===== src/rtl/mvp_seq_pkg.sv =====
// mvp_pkg: shared state encoding, token type and precision helper for mvp_seq
package mvp_pkg;
    localparam int MAXP_DEF = 8;
    // token shift width follows the default precision: max shift is 2*(MAXP_DEF-1)
    localparam int TSW = $clog2(2 * MAXP_DEF - 1);

    typedef enum logic [1:0] {IDLE = 2'd0, ISSUE = 2'd1, DRAIN = 2'd2} state_t;

    typedef struct packed {
        logic           valid;
        logic           first;
        logic           last;
        logic [TSW-1:0] shamt;
    } token_t;

    function automatic int clamp_prec(int p, int maxp);
        return p == 0 ? 1 : (p > maxp ? maxp : p);
    endfunction
endpackage


===== src/rtl/mvp_seq_if.sv =====
// mvp_seq_if: job, plane-issue and accumulate signals between front-end and sequencer
interface mvp_seq_if import mvp_pkg::*; #(parameter int MAXP = MAXP_DEF);
    localparam int PW = $clog2(MAXP + 1);
    localparam int IW = $clog2(MAXP);
    localparam int SW = $clog2(2 * MAXP - 1);

    logic          start;
    logic [PW-1:0] wprec;
    logic [PW-1:0] dprec;
    logic          w_signed;
    logic          d_signed;
    logic          stall;
    logic          busy;
    logic          issue;
    logic [IW-1:0] w_idx;
    logic [IW-1:0] d_idx;
    logic [1:0]    mode;
    logic          acc_clr;
    logic          acc_en;
    logic [SW-1:0] acc_shamt;
    logic          done;

    modport master (
        output start, wprec, dprec, w_signed, d_signed, stall,
        input  busy, issue, w_idx, d_idx, mode, acc_clr, acc_en, acc_shamt, done
    );

    modport slave (
        input  start, wprec, dprec, w_signed, d_signed, stall,
        output busy, issue, w_idx, d_idx, mode, acc_clr, acc_en, acc_shamt, done
    );
endinterface


===== src/rtl/mvp_seq_dly.sv =====
// mvp_seq_dly: LAT-deep token pipeline matching the array latency (LAT=0 is a wire)
module mvp_seq_dly import mvp_pkg::*; #(
    parameter int LAT = 1
) (
    input  logic   clk,
    input  logic   rst_n,
    input  token_t d,
    output token_t q
);
    generate
        if (LAT == 0) begin : g_pass
            wire unused_clk = &{1'b0, clk, rst_n};
            assign q = d;
        end else begin : g_pipe
            token_t pipe [LAT];
            // advance every token one stage per cycle, bubbles included
            always_ff @(posedge clk or negedge rst_n) begin
                if (!rst_n) begin
                    for (int i = 0; i < LAT; i++) pipe[i] <= '0;
                end else begin
                    pipe[0] <= d;
                    for (int i = 1; i < LAT; i++) pipe[i] <= pipe[i-1];
                end
            end
            assign q = pipe[LAT-1];
        end
    endgenerate
endmodule


===== src/rtl/mvp_seq.sv =====
// mvp_seq: bit-serial plane-pair sequencer; MVP_SEQ_PERF_EN adds perf_cycles/perf_stalls
module mvp_seq import mvp_pkg::*; #(
    parameter int MAXP = MAXP_DEF,
    parameter int LAT  = 1
) (
    input  logic        clk,
    input  logic        rst_n,
`ifdef MVP_SEQ_PERF_EN
    output logic [31:0] perf_cycles,
    output logic [15:0] perf_stalls,
`endif
    mvp_seq_if.slave    bus
);
    localparam int PW = $clog2(MAXP + 1);
    localparam int IW = $clog2(MAXP);
    localparam int SW = $clog2(2 * MAXP - 1);

    state_t        state;
    logic [PW-1:0] wp, dp;
    logic [IW-1:0] wi, di;
    logic          ws, ds, first_f;
    logic          issue, accept;
    token_t        tin, tout;

    assign issue  = state == ISSUE && !bus.stall;
    // a new job may start in IDLE or on the edge that retires the previous job's last token
    assign accept = bus.start && (state == IDLE || tout.last);

    assign tin = '{valid: issue,
                   first: issue && first_f,
                   last:  issue && wi == '0 && di == '0,
                   shamt: issue ? TSW'(wi) + TSW'(di) : '0};

    mvp_seq_dly #(.LAT(LAT)) u_dly (.clk(clk), .rst_n(rst_n), .d(tin), .q(tout));

    assign bus.busy      = state != IDLE;
    assign bus.issue     = issue;
    assign bus.w_idx     = issue ? wi : '0;
    assign bus.d_idx     = issue ? di : '0;
    assign bus.mode      = issue ? {ds && di == IW'(dp - 1'b1), ws && wi == IW'(wp - 1'b1)} : 2'b00;
    assign bus.acc_en    = tout.valid;
    assign bus.acc_clr   = tout.first;
    assign bus.done      = tout.last;
    assign bus.acc_shamt = SW'(tout.shamt);

    // job FSM: latch clamped precisions, walk planes MSB-first with di innermost
    always_ff @(posedge clk or negedge rst_n) begin
        if (!rst_n) begin
            state   <= IDLE;
            wp      <= '0;
            dp      <= '0;
            wi      <= '0;
            di      <= '0;
            ws      <= 1'b0;
            ds      <= 1'b0;
            first_f <= 1'b0;
        end else if (accept) begin
            state   <= ISSUE;
            wp      <= PW'(clamp_prec(int'(bus.wprec), MAXP));
            dp      <= PW'(clamp_prec(int'(bus.dprec), MAXP));
            wi      <= IW'(clamp_prec(int'(bus.wprec), MAXP) - 1);
            di      <= IW'(clamp_prec(int'(bus.dprec), MAXP) - 1);
            ws      <= bus.w_signed;
            ds      <= bus.d_signed;
            first_f <= 1'b1;
        end else begin
            case (state)
                ISSUE: if (issue) begin
                    first_f <= 1'b0;
                    if (di == '0) begin
                        di <= IW'(dp - 1'b1);
                        if (wi == '0) state <= (LAT == 0) ? IDLE : DRAIN;
                        else wi <= wi - 1'b1;
                    end else begin
                        di <= di - 1'b1;
                    end
                end
                DRAIN: if (tout.last) state <= IDLE;
                default: state <= IDLE;
            endcase
        end
    end

`ifdef MVP_SEQ_PERF_EN
    logic [31:0] cyc_cnt;
    logic [15:0] stl_cnt;

    // saturating busy/stall counters, published when the job's done pulse fires
    always_ff @(posedge clk or negedge rst_n) begin
        if (!rst_n) begin
            cyc_cnt     <= '0;
            stl_cnt     <= '0;
            perf_cycles <= '0;
            perf_stalls <= '0;
        end else begin
            if (tout.last) begin
                perf_cycles <= cyc_cnt == '1 ? cyc_cnt : cyc_cnt + 1'b1;
                perf_stalls <= stl_cnt;
            end
            cyc_cnt <= accept ? '0 : (bus.busy && cyc_cnt != '1) ? cyc_cnt + 1'b1 : cyc_cnt;
            stl_cnt <= accept ? '0 : (state == ISSUE && bus.stall && stl_cnt != '1) ? stl_cnt + 1'b1 : stl_cnt;
        end
    end
`endif
endmodule


===== src/flat_wrapper.sv =====
// flat-port wrapper written by rule: the top's interface ports become plain ports
module mvp_seq_flat import mvp_pkg::*;
#(
    parameter int MAXP = MAXP_DEF,
    parameter int LAT  = 1
)
  (clk, rst_n, bus_start, bus_wprec, bus_dprec, bus_w_signed, bus_d_signed, bus_stall, bus_busy, bus_issue, bus_w_idx, bus_d_idx, bus_mode, bus_acc_clr, bus_acc_en, bus_acc_shamt, bus_done);
  mvp_seq_if #(.MAXP(MAXP)) bus_i ();
  input  logic clk;
  input  logic rst_n;
  input wire logic [$bits(bus_i.start)-1:0] bus_start;
  input wire logic [$bits(bus_i.wprec)-1:0] bus_wprec;
  input wire logic [$bits(bus_i.dprec)-1:0] bus_dprec;
  input wire logic [$bits(bus_i.w_signed)-1:0] bus_w_signed;
  input wire logic [$bits(bus_i.d_signed)-1:0] bus_d_signed;
  input wire logic [$bits(bus_i.stall)-1:0] bus_stall;
  output wire logic [$bits(bus_i.busy)-1:0] bus_busy;
  output wire logic [$bits(bus_i.issue)-1:0] bus_issue;
  output wire logic [$bits(bus_i.w_idx)-1:0] bus_w_idx;
  output wire logic [$bits(bus_i.d_idx)-1:0] bus_d_idx;
  output wire logic [$bits(bus_i.mode)-1:0] bus_mode;
  output wire logic [$bits(bus_i.acc_clr)-1:0] bus_acc_clr;
  output wire logic [$bits(bus_i.acc_en)-1:0] bus_acc_en;
  output wire logic [$bits(bus_i.acc_shamt)-1:0] bus_acc_shamt;
  output wire logic [$bits(bus_i.done)-1:0] bus_done;
  assign bus_i.start = bus_start;
  assign bus_i.wprec = bus_wprec;
  assign bus_i.dprec = bus_dprec;
  assign bus_i.w_signed = bus_w_signed;
  assign bus_i.d_signed = bus_d_signed;
  assign bus_i.stall = bus_stall;
  assign bus_busy = bus_i.busy;
  assign bus_issue = bus_i.issue;
  assign bus_w_idx = bus_i.w_idx;
  assign bus_d_idx = bus_i.d_idx;
  assign bus_mode = bus_i.mode;
  assign bus_acc_clr = bus_i.acc_clr;
  assign bus_acc_en = bus_i.acc_en;
  assign bus_acc_shamt = bus_i.acc_shamt;
  assign bus_done = bus_i.done;
  mvp_seq #(.MAXP(MAXP), .LAT(LAT)) u_core (.clk(clk), .rst_n(rst_n), .bus(bus_i));
endmodule

===== config.mk =====
export PLATFORM = sky130hd
export DESIGN_NAME = mvp_seq_flat
export DESIGN_NICKNAME = d
export VERILOG_FILES = /design/src/rtl/mvp_seq_pkg.sv /design/src/rtl/mvp_seq_if.sv /design/src/rtl/mvp_seq_dly.sv /design/src/rtl/mvp_seq.sv /design/src/flat_wrapper.sv
export SDC_FILE = /design/constraint.sdc
export NUM_CORES = 1
export LEC_CHECK = 0
export ABC_CLOCK_PERIOD_IN_PS = 1700
export CELL_PAD_IN_SITES_DETAIL_PLACEMENT = 1
export CELL_PAD_IN_SITES_GLOBAL_PLACEMENT = 2
export CORE_MARGIN = 2
export CORE_UTILIZATION = 31
export CTS_BUF_LIST = sky130_fd_sc_hd__clkbuf_16
export DETAILED_ROUTE_END_ITERATION = 6
export GPL_TIMING_DRIVEN = 0
export PLACE_DENSITY_LB_ADDON = 0.25
export REMOVE_ABC_BUFFERS = 1
export SLEW_MARGIN = 25
export SYNTH_ARGS = -nofsm -noshare
export SYNTH_HDL_FRONTEND = slang
export SYNTH_SLANG_ARGS = --single-unit

===== constraint.sdc =====
create_clock -name clk -period 1.7 [get_ports clk]
set_input_delay 0.34 -clock clk [delete_from_list [all_inputs] [get_ports clk]]
set_output_delay 0.34 -clock clk [all_outputs]
set_load 0.03 [all_outputs]

# Yosys cells after proc, flatten, opt, wreduce, memory -nomap -nowiden
# Cells that the tools add are included.
# totals
ff_bits	24
latch_bits	0
mem_bits_rw	0
rom_bits	0
out_inout_bits	17
wordCells	77
memories	0
# op_classes
n_addsub	7
mul	0
n_div	0
n_lt_le_gt_ge	2
n_eq_ne	9
shift	0
muxes	26
n_bitwise	0
n_reduce_logical	21
# op_table
operator	n
$mux 3	15
$mux 2	6
$sub 3x1->3 const B	4
$ne 3x2->1 const B	3
$gt 4x4->1 const B	2
$logic_not 4->1	2
$reduce_and 4->1	2
$reduce_bool 2->1	4
$logic_and 1x1->1	7
$eq 3x3->1	2
$logic_not 3->1	2
$sub 3x2->3 const B	2
$add 3x3->4	1
$mux 4	1
$pmux 2 s2	1
$mux 1	3
$ne 3x1->1 const B	1
$eq 2x1->1 const B	1
$eq 2x2->1 const B	1
$logic_not 2->1	1
$ne 2x1->1 const B	1
$reduce_and 2->1	1
$logic_not 1->1	1
$logic_or 1x1->1	1

# Logic depth before layout (Yosys ltp)
# Gate-level depths: netlist of run 1.
# depth
depth_word	6
mapped_depth	6
mapped_depth_nobuf	6

# Cells and area by module
# From an unflattened synthesis of run 1, not the netlist that was laid out.
# unflattened
hier_cells	138
hier_area_um2	1346.3
# modules_own_cells
module	instances	cells_each	area_each_um2
mvp_seq	1	131	1171.1
mvp_seq_dly	1	7	175.2

# Worst setup path after synthesis of run 1
# OpenSTA, ideal clock, no wires.
# synth_timing
path_kind	register to output
start	register u_core.state[1]
end	output bus_mode[0]
arrival_time_ns	1.545
t_required_ns	1.360
slack_ns	-0.185
stages_incl_launch_ff	5
path_buffers	0
cell_sequence	dfrtp_1 > or3b_4 > clkinv_2 > nand4_1 > nor2_1
# synth_between
elab_chain_len	3
# synth_rtl
element	line	rtl
from (decl)	mvp_seq.sv:18	state_t state;
from (signal assigned)	mvp_seq.sv:72	if (wi == '0) state <= (LAT == 0) ? IDLE : DRAIN;
$eq 2x1->1	mvp_seq.sv:25	assign issue = state == ISSUE && !bus.stall;
$logic_and 1x1->1	mvp_seq.sv:25	
net bus_issue	flat_wrapper.sv:18	output wire logic [$bits(bus_i.issue)-1:0] bus_issue;
$mux 2	mvp_seq.sv:40	assign bus.mode = issue ? {ds && di == IW'(dp - 1'b1), ws && wi == IW'(wp - 1'b1)} : 2'b00;
to (decl)	flat_wrapper.sv:21	output wire logic [$bits(bus_i.mode)-1:0] bus_mode;
# The timed path passes the listed nets, and every way through them passes these cells.

# Final worst setup path of run 1
# layout_timing
start	register u_core.state[1]
end	output bus_w_idx[2]
# layout_between
elab_chain_len	3
# layout_rtl
element	line	rtl
$eq 2x1->1	mvp_seq.sv:25	
$logic_and 1x1->1	mvp_seq.sv:25	
$mux 3	mvp_seq.sv:38	assign bus.w_idx = issue ? wi : '0;
to (decl)	flat_wrapper.sv:19	output wire logic [$bits(bus_i.w_idx)-1:0] bus_w_idx;
# Every way passes these cells.

==> impl_metrics.env, run 1 <==
export IMPL_powerDensity_nw_per_um2=1843
export IMPL_cpLargestDelayFamily="simple AND/OR/NAND/NOR gates"
export IMPL_fillers=480
export IMPL_max_freq_mhz=518.4
export IMPL_use_met1_pct=20.03
export IMPL_clockBufferDepth=2
export IMPL_coreArea_um2=4414
export IMPL_port_buffers=30
export IMPL_synth_cell_types=38
export IMPL_cp_startpoint="u_core.state[1]$_DFFE_PN0P_"
export IMPL_clock_sinks=24
export IMPL_crit_path_max_incr_delay_ns=0.45
export IMPL_path_max_fanout=6
export IMPL_path_cells="or3b_4 -> clkinv_4 -> buf_4 -> and2_4 -> buf_6"
export IMPL_start_util_pct=32.62
export IMPL_violations="setup timing"
export IMPL_peakVddDrop_mv=0.7209
export IMPL_p_leak_uw=0.0009554
export IMPL_ys_ff_latch=24
export IMPL_ys_seq_area_share_pct=41.70
export IMPL_synthesis_area_um2=1440
export IMPL_path_clk_slew_ns=0.06
export IMPL_postPlaceCellArea_um2=1780
export IMPL_critPathKind="reg -> out"
export IMPL_startpoint_type="register"
export IMPL_globalRouteOverflowTotal=0
export IMPL_finClkSkew_ns=0.002144
export IMPL_die_h_um=72.16
export IMPL_final_cell_mix="dfrtp_1, clkdlybuf4s50_1, buf_4"
export IMPL_place_ws_ns=-1.018
export IMPL_grtUsageMet2_pct=27.32
export IMPL_grt_max_degree=25
export IMPL_layout_nets=216
export IMPL_setup_slack_ns=-0.2289
export IMPL_cp_num_buf_inv=3
export IMPL_clkLatencyLatePin_ns=0.26
export IMPL_ctsHoldBuffers=0
export IMPL_synth_warnings=0
export IMPL_critical_path_arrival_ns=1.59
export IMPL_grtUsageTotal_pct=15.80
export IMPL_via_count=1201
export IMPL_rsz0062_at_grt="yes"
export IMPL_n_antenna_cell=0
export IMPL_cts_root_buf="clkbuf_16"
export IMPL_cpMaxStageDelayCell="or3b_4"
export IMPL_syn_avg_cell_area_um2=10.29
export IMPL_rr_endpoint="u_core.di[1]$_DFFE_PN0P_"
export IMPL_finalHoldViolCount=0
export IMPL_dr_first_iter_drc_count=40
export IMPL_finalSetupViolations=9
export IMPL_required_ns=1.36
export IMPL_relSlewSlack_pct=62.03
export IMPL_h_tree_depth=1
export IMPL_area_growth_syn_to_layout_pct=46.13
export IMPL_reg2reg_from="u_core.state[1]$_DFFE_PN0P_"
export IMPL_end_kind="output port"
export IMPL_grt_pass1_wl_mm=6.244
export IMPL_pin_count=31
export IMPL_fin_util_pct=47.68
export IMPL_outcome="finished, violations left"
export IMPL_hold_class="in -> async"
export IMPL_wl_mm=3.933
export IMPL_cts_tree="yes"
export IMPL_chipWidth_um=72.16
export IMPL_dp_hpwl_mm=2.664
export IMPL_busiest_layer="met2"
export IMPL_period_share_pct=113.5
export IMPL_rr_worst_depth=7
export IMPL_mostFrequentLayoutCell="dfrtp_1"
export IMPL_ant_nets=0
export IMPL_grt_pass1_vias=1292
export IMPL_stdcell_area_um2=2105
export IMPL_drive_gt1_share_pct=33.51
export IMPL_die_area_um2=5207
export IMPL_wl_per_cell_um=16.39
export IMPL_viasPerCell=5.004
export IMPL_gr_usage_met3_pct=2.222
export IMPL_cap_violations=0
export IMPL_first_pass_iters=4
export IMPL_fin_crit_ns=1.929
export IMPL_antenna_found_initial=0
export IMPL_synthCells=140
export IMPL_worst_slew_pin_slew_ns=0.5696
export IMPL_cp_depth=5
export IMPL_drc=0
export IMPL_place_congestion=0.7530
export IMPL_slew_violations=0
export IMPL_rows=24
export IMPL_rrSetupSlack_ns=0.04
export IMPL_cts_buffers=3
[logic make-up (layout without fill, tap and decap cells)]
group                      after synthesis  in the layout  synth area share [%]
xor gates and xnor gates                11             11                 6.690
DFF                                     24             24                 41.70
adders and majority gates               12             12                 10.95
muxes                                    7              7                 5.213
and+or+nand+nor                         37             37                 15.03
buffers and inverters                   16             64                 4.864
AOI/OAI and AO/OA                       33             33                 15.55
[final cells by class]
class	instances	area, um2	share of cell area [%]
Tap cell	52	65.06	3.092
Clock buffer	3	75.07	3.567
Sequential cell	24	606.8	28.83
Inverter	13	53.80	2.556
Timing Repair Buffer	48	445.4	21.17
Multi-Input combinational cell	100	858.3	40.78
[stage by stage]
step	setup TNS, ns	hold slack (ns)	cells	power (uW)
6_report	-1.463	0.07326	240	3878
3_5_place_dp	-10.37	0.3667	219	2924
4_1_cts	-1.410	0.09281	233	3662
5_1_grt	-1.983	0.1279	240	4196
3_3_place_gp	-10.19	0.4555	219	2844
2_1_floorplan	-0.4796	0.04441	137	2304
[how the worst max path moves through the flow]
stage	to	slack, ns
floorplan	bus_mode[0]	-0.24
global placement	bus_mode[1]	-1.00
detailed placement	bus_mode[1]	-1.02
CTS	bus_mode[1]	-0.21
global route	bus_mode[0]	-0.30
finish	bus_w_idx[2]	-0.23
[routing by layer]
layer  up-vias  part of all wire (%)
li1        586                     -
met1       583                    45
met2        28                    51
met3         4                   2.7
met4         0                   1.3
met5         -                     0
[power by group]
part | internal (uW) | leakage (uW) | switching (uW) | total [uW]
Clock | 311 | 0.0000370 | 202 | 513
Combinational | 1140 | 0.000624 | 1200 | 2340
Sequential | 813 | 0.000294 | 214 | 1030
[registers in the layout, summed over array words and instances (netlist names)]
name            count
u_core.ds           1
u_core.di           3
u_core.first_f      1
u_core.wi           3
u_core.ws           1
u_core.dp           3
u_core.wp           3
u_core.state        2
u_core.u_dly.q      7
[synthesized netlist by cell type]
master     instances  area share (%)
nand4bb_1          1            0.78
dfrtp_1           24              42
a22o_1             1            0.61
buf_2              1            0.35
o2bb2ai_1          1            0.61
nand2_1            3            0.78
a21oi_1            3             1.0
mux2_2             4             3.1
nor4_1             1            0.43
nand2b_1           4             1.7
o211ai_1           1            0.52
nor3b_1            1            0.52
ha_1              11             9.6
clkinv_2           1            0.35
nor2_1            12             3.1
a32oi_1            2             1.2
nand4_1            2            0.87
fa_1               1             1.4
a22oi_1            3             1.6
clkbuf_1           1            0.26
o21bai_1           2             1.0
a21o_1             1            0.52
buf_6              1            0.78
o21bai_2           1            0.78
o21ba_2            1            0.70
nor2b_1            4             1.7
or2b_1             1            0.52
xnor2_1            4             2.4
inv_1             12             3.1
or3b_4             1            0.78
a2bb2oi_1          4             2.4
or2_2              1            0.43
and4bb_2           1            0.87
nor3_1             1            0.35
and2_2             4             2.1
xor2_1             7             4.3
mux2i_1            3             2.1
o21ai_0           13             4.5
[what timing repair did]
| action | 4_1_cts | 5_1_grt |
|---|---|---|
| setup buffers | 11 | 7 |
| gates resized for setup | 77 | 22 |
| pin swaps | 5 | 0 |
| setup endpoints to repair | 19 | 16 |
| hold endpoints to repair | 0 | 0 |
Note: power is estimated with default switching activity, not from simulation.
==> run 2: changes to the inputs <==
--- a/config.mk
+++ b/config.mk
@@ -6,6 +6,7 @@
 export NUM_CORES = 1
 export LEC_CHECK = 0
 export ABC_CLOCK_PERIOD_IN_PS = 1700
+export CAP_MARGIN = 0
 export CELL_PAD_IN_SITES_DETAIL_PLACEMENT = 1
 export CELL_PAD_IN_SITES_GLOBAL_PLACEMENT = 2
 export CORE_MARGIN = 2
==> results of run 2 <==
Same layout as run 1: the final DEF is identical, and so are final timing and power.
==> run 3: changes to the inputs <==
--- a/config.mk
+++ b/config.mk
@@ -9,13 +9,14 @@
 export CAP_MARGIN = 0
 export CELL_PAD_IN_SITES_DETAIL_PLACEMENT = 1
 export CELL_PAD_IN_SITES_GLOBAL_PLACEMENT = 2
-export CORE_MARGIN = 2
+export CORE_MARGIN = 4
 export CORE_UTILIZATION = 31
 export CTS_BUF_LIST = sky130_fd_sc_hd__clkbuf_16
 export DETAILED_ROUTE_END_ITERATION = 6
 export GPL_TIMING_DRIVEN = 0
 export PLACE_DENSITY_LB_ADDON = 0.25
 export REMOVE_ABC_BUFFERS = 1
+export SKIP_LAST_GASP = 1
 export SLEW_MARGIN = 25
 export SYNTH_ARGS = -nofsm -noshare
 export SYNTH_HDL_FRONTEND = slang
==> impl_metrics.env, run 3 (synthesis gave the netlist of run 1 again) <==
export IMPL_outcome="finished, violations left"
export IMPL_violations="setup timing"
export IMPL_ant_nets=0
export IMPL_fillers=487
export IMPL_slew_violations=0
export IMPL_die_area_um2=5800
export IMPL_drc=0
export IMPL_finalSetupTns_ns=-1.611
export IMPL_grt_pass1_vias=1353
export IMPL_dp_hpwl_mm=2.735
export IMPL_path_max_fanout=6
export IMPL_via_count=1218
export IMPL_h_tree_depth=1
export IMPL_wl_mm=4.046
export IMPL_end_kind="output port"
export IMPL_place_ws_ns=-1.033
export IMPL_cpMaxStageDelayCell="or3b_4"
export IMPL_worst_slew_pin_slew_ns=0.5564
export IMPL_place_congestion=0.7668
export IMPL_layout_nets=212
export IMPL_grtUsageTotal_pct=14.15
export IMPL_dp_cells=219
export IMPL_cap_violations=0
export IMPL_drive_gt1_share_pct=28.65
export IMPL_grt_max_degree=25
export IMPL_first_pass_iters=2
export IMPL_critical_path_arrival_ns=1.61
export IMPL_instances_no_fill=237
export IMPL_finalHoldViolCount=0
export IMPL_rows=24
export IMPL_dr_first_iter_drc_count=17
export IMPL_period_share_pct=114.8
export IMPL_chipWidth_um=76.16
export IMPL_fin_crit_ns=1.952
export IMPL_crit_path_max_incr_delay_ns=0.50
export IMPL_cts_buffers=3
export IMPL_finClkSkew_ns=0.004826
export IMPL_startpoint_type="primary input"
export IMPL_area_growth_syn_to_layout_pct=42.57
export IMPL_finalSetupViolations=9
export IMPL_antenna_found_initial=0
export IMPL_grt_pass1_wl_mm=6.617
export IMPL_globalRouteOverflowTotal=0
export IMPL_max_freq_mhz=512.3
export IMPL_powerDensity_nw_per_um2=1894
export IMPL_clkLatencyLatePin_ns=0.27
export IMPL_cts_tree="yes"
export IMPL_cts_root_buf="clkbuf_16"
export IMPL_clockBufferDepth=2
export IMPL_critPathKind="in -> out"
export IMPL_n_antenna_cell=0
export IMPL_pin_count=31
export IMPL_peakVddDrop_mv=0.6278
export IMPL_hold_class="in -> async"
export IMPL_viasPerCell=5.139
export IMPL_die_h_um=76.16
export IMPL_required_ns=1.36
export IMPL_path_clk_slew_ns=0.06
export IMPL_rsz0062_at_grt="yes"
export IMPL_wl_per_cell_um=17.07
export IMPL_largest_register_ffs=7
export IMPL_power_uw=3890
export IMPL_start_util_pct=32.62
export IMPL_p_leak_uw=0.0009454
export IMPL_coreArea_um2=4414
export IMPL_relSlewSlack_pct=62.91
export IMPL_path_cells="dlygate4sd2_1 -> or3b_4 -> clkinv_4 -> nand4_1 -> nor2_1 -> buf_4"
export IMPL_mostFrequentLayoutCell="dfrtp_1"
export IMPL_port_buffers=30
export IMPL_setup_slack_ns=-0.2521
export IMPL_clock_sinks=24
export IMPL_final_cell_mix="dfrtp_1, clkdlybuf4s50_1, o21ai_0, buf_4, inv_1"
==> run 3: critical path: cells and delay by family <==
kind / cells / cell delay [ns]
simple gates: 3 / 0.69
buf+inv: 3 / 0.58
==> run 3: path summary, 6_finish.rpt <==
path	from	end	slack, ns	cells past startpoint
max	bus_stall	bus_mode[1]	-0.25	6
min	rst_n	u_core.di[1]$_DFFE_PN0P_	0.06	1
max reg2reg	u_core.di[1]$_DFFE_PN0P_	u_core.wi[1]$_DFFE_PN0P_	0.05	6
min reg2reg	u_core.first_f$_DFFE_PN0P_	u_core.first_f$_DFFE_PN0P_	0.49	2
max in group asynchronous	rst_n	u_core.state[1]$_DFFE_PN0P_	1.24	1
min in group clk	u_core.first_f$_DFFE_PN0P_	u_core.first_f$_DFFE_PN0P_	0.49	2
==> run 3: cell type report <==
class / count / area (um2) / area share, %
clock buffers: 3 / 75.07 / 3.656
clock inverters: 1 / 30.03 / 1.463
inverters: 13 / 53.80 / 2.620
multi-input cells: 101 / 825.8 / 40.22
flip-flops and latches: 24 / 604.3 / 29.43
well taps: 52 / 65.06 / 3.169
repair buffers: 42 / 394.1 / 19.20
repair inverters: 1 / 5.005 / 0.2438
==> run 3: per-stage QoR <==
stage                     util, %  instance area, um2  hold slack (ns)
after detailed placement    40.33                1780           0.3664
after global routing        46.51                2053           0.1031
after floorplan                 -                1420          0.04441
after global placement      40.45                1785           0.4558
after CTS                   44.42                1961          0.08066
final                       46.51                2053          0.06122
==> run 3: repair_timing <==
item	in CTS	in global routing
resized for setup	65	18
hold endpoints to repair	0	0
setup buffers	9	4
hold buffers	0	0
gates cloned	2	0
endpoints found under the setup margin	20	17
pin swaps	5	0
==> run 3: routing by layer <==
| metal | share of wire (%) | track usage [%] | routed length, um | up-vias |
|---|---|---|---|---|
| met5 | 0 | 0 | 0 | - |
| met4 | 1.6 | 5.594 | 63 | 0 |
| met3 | 3.9 | 2.364 | 158 | 6 |
| met2 | 52 | 25.00 | 2110 | 27 |
| met1 | 42 | 16.91 | 1714 | 606 |
| li1 | - | - | - | 579 |
==> run 3: power breakdown <==
group	total, uW	internal [uW]	switching [uW]	leakage [uW]
sequential	1010	808	200	0.000297
combinational	2190	1030	1160	0.000598
clock	693	469	224	0.0000511
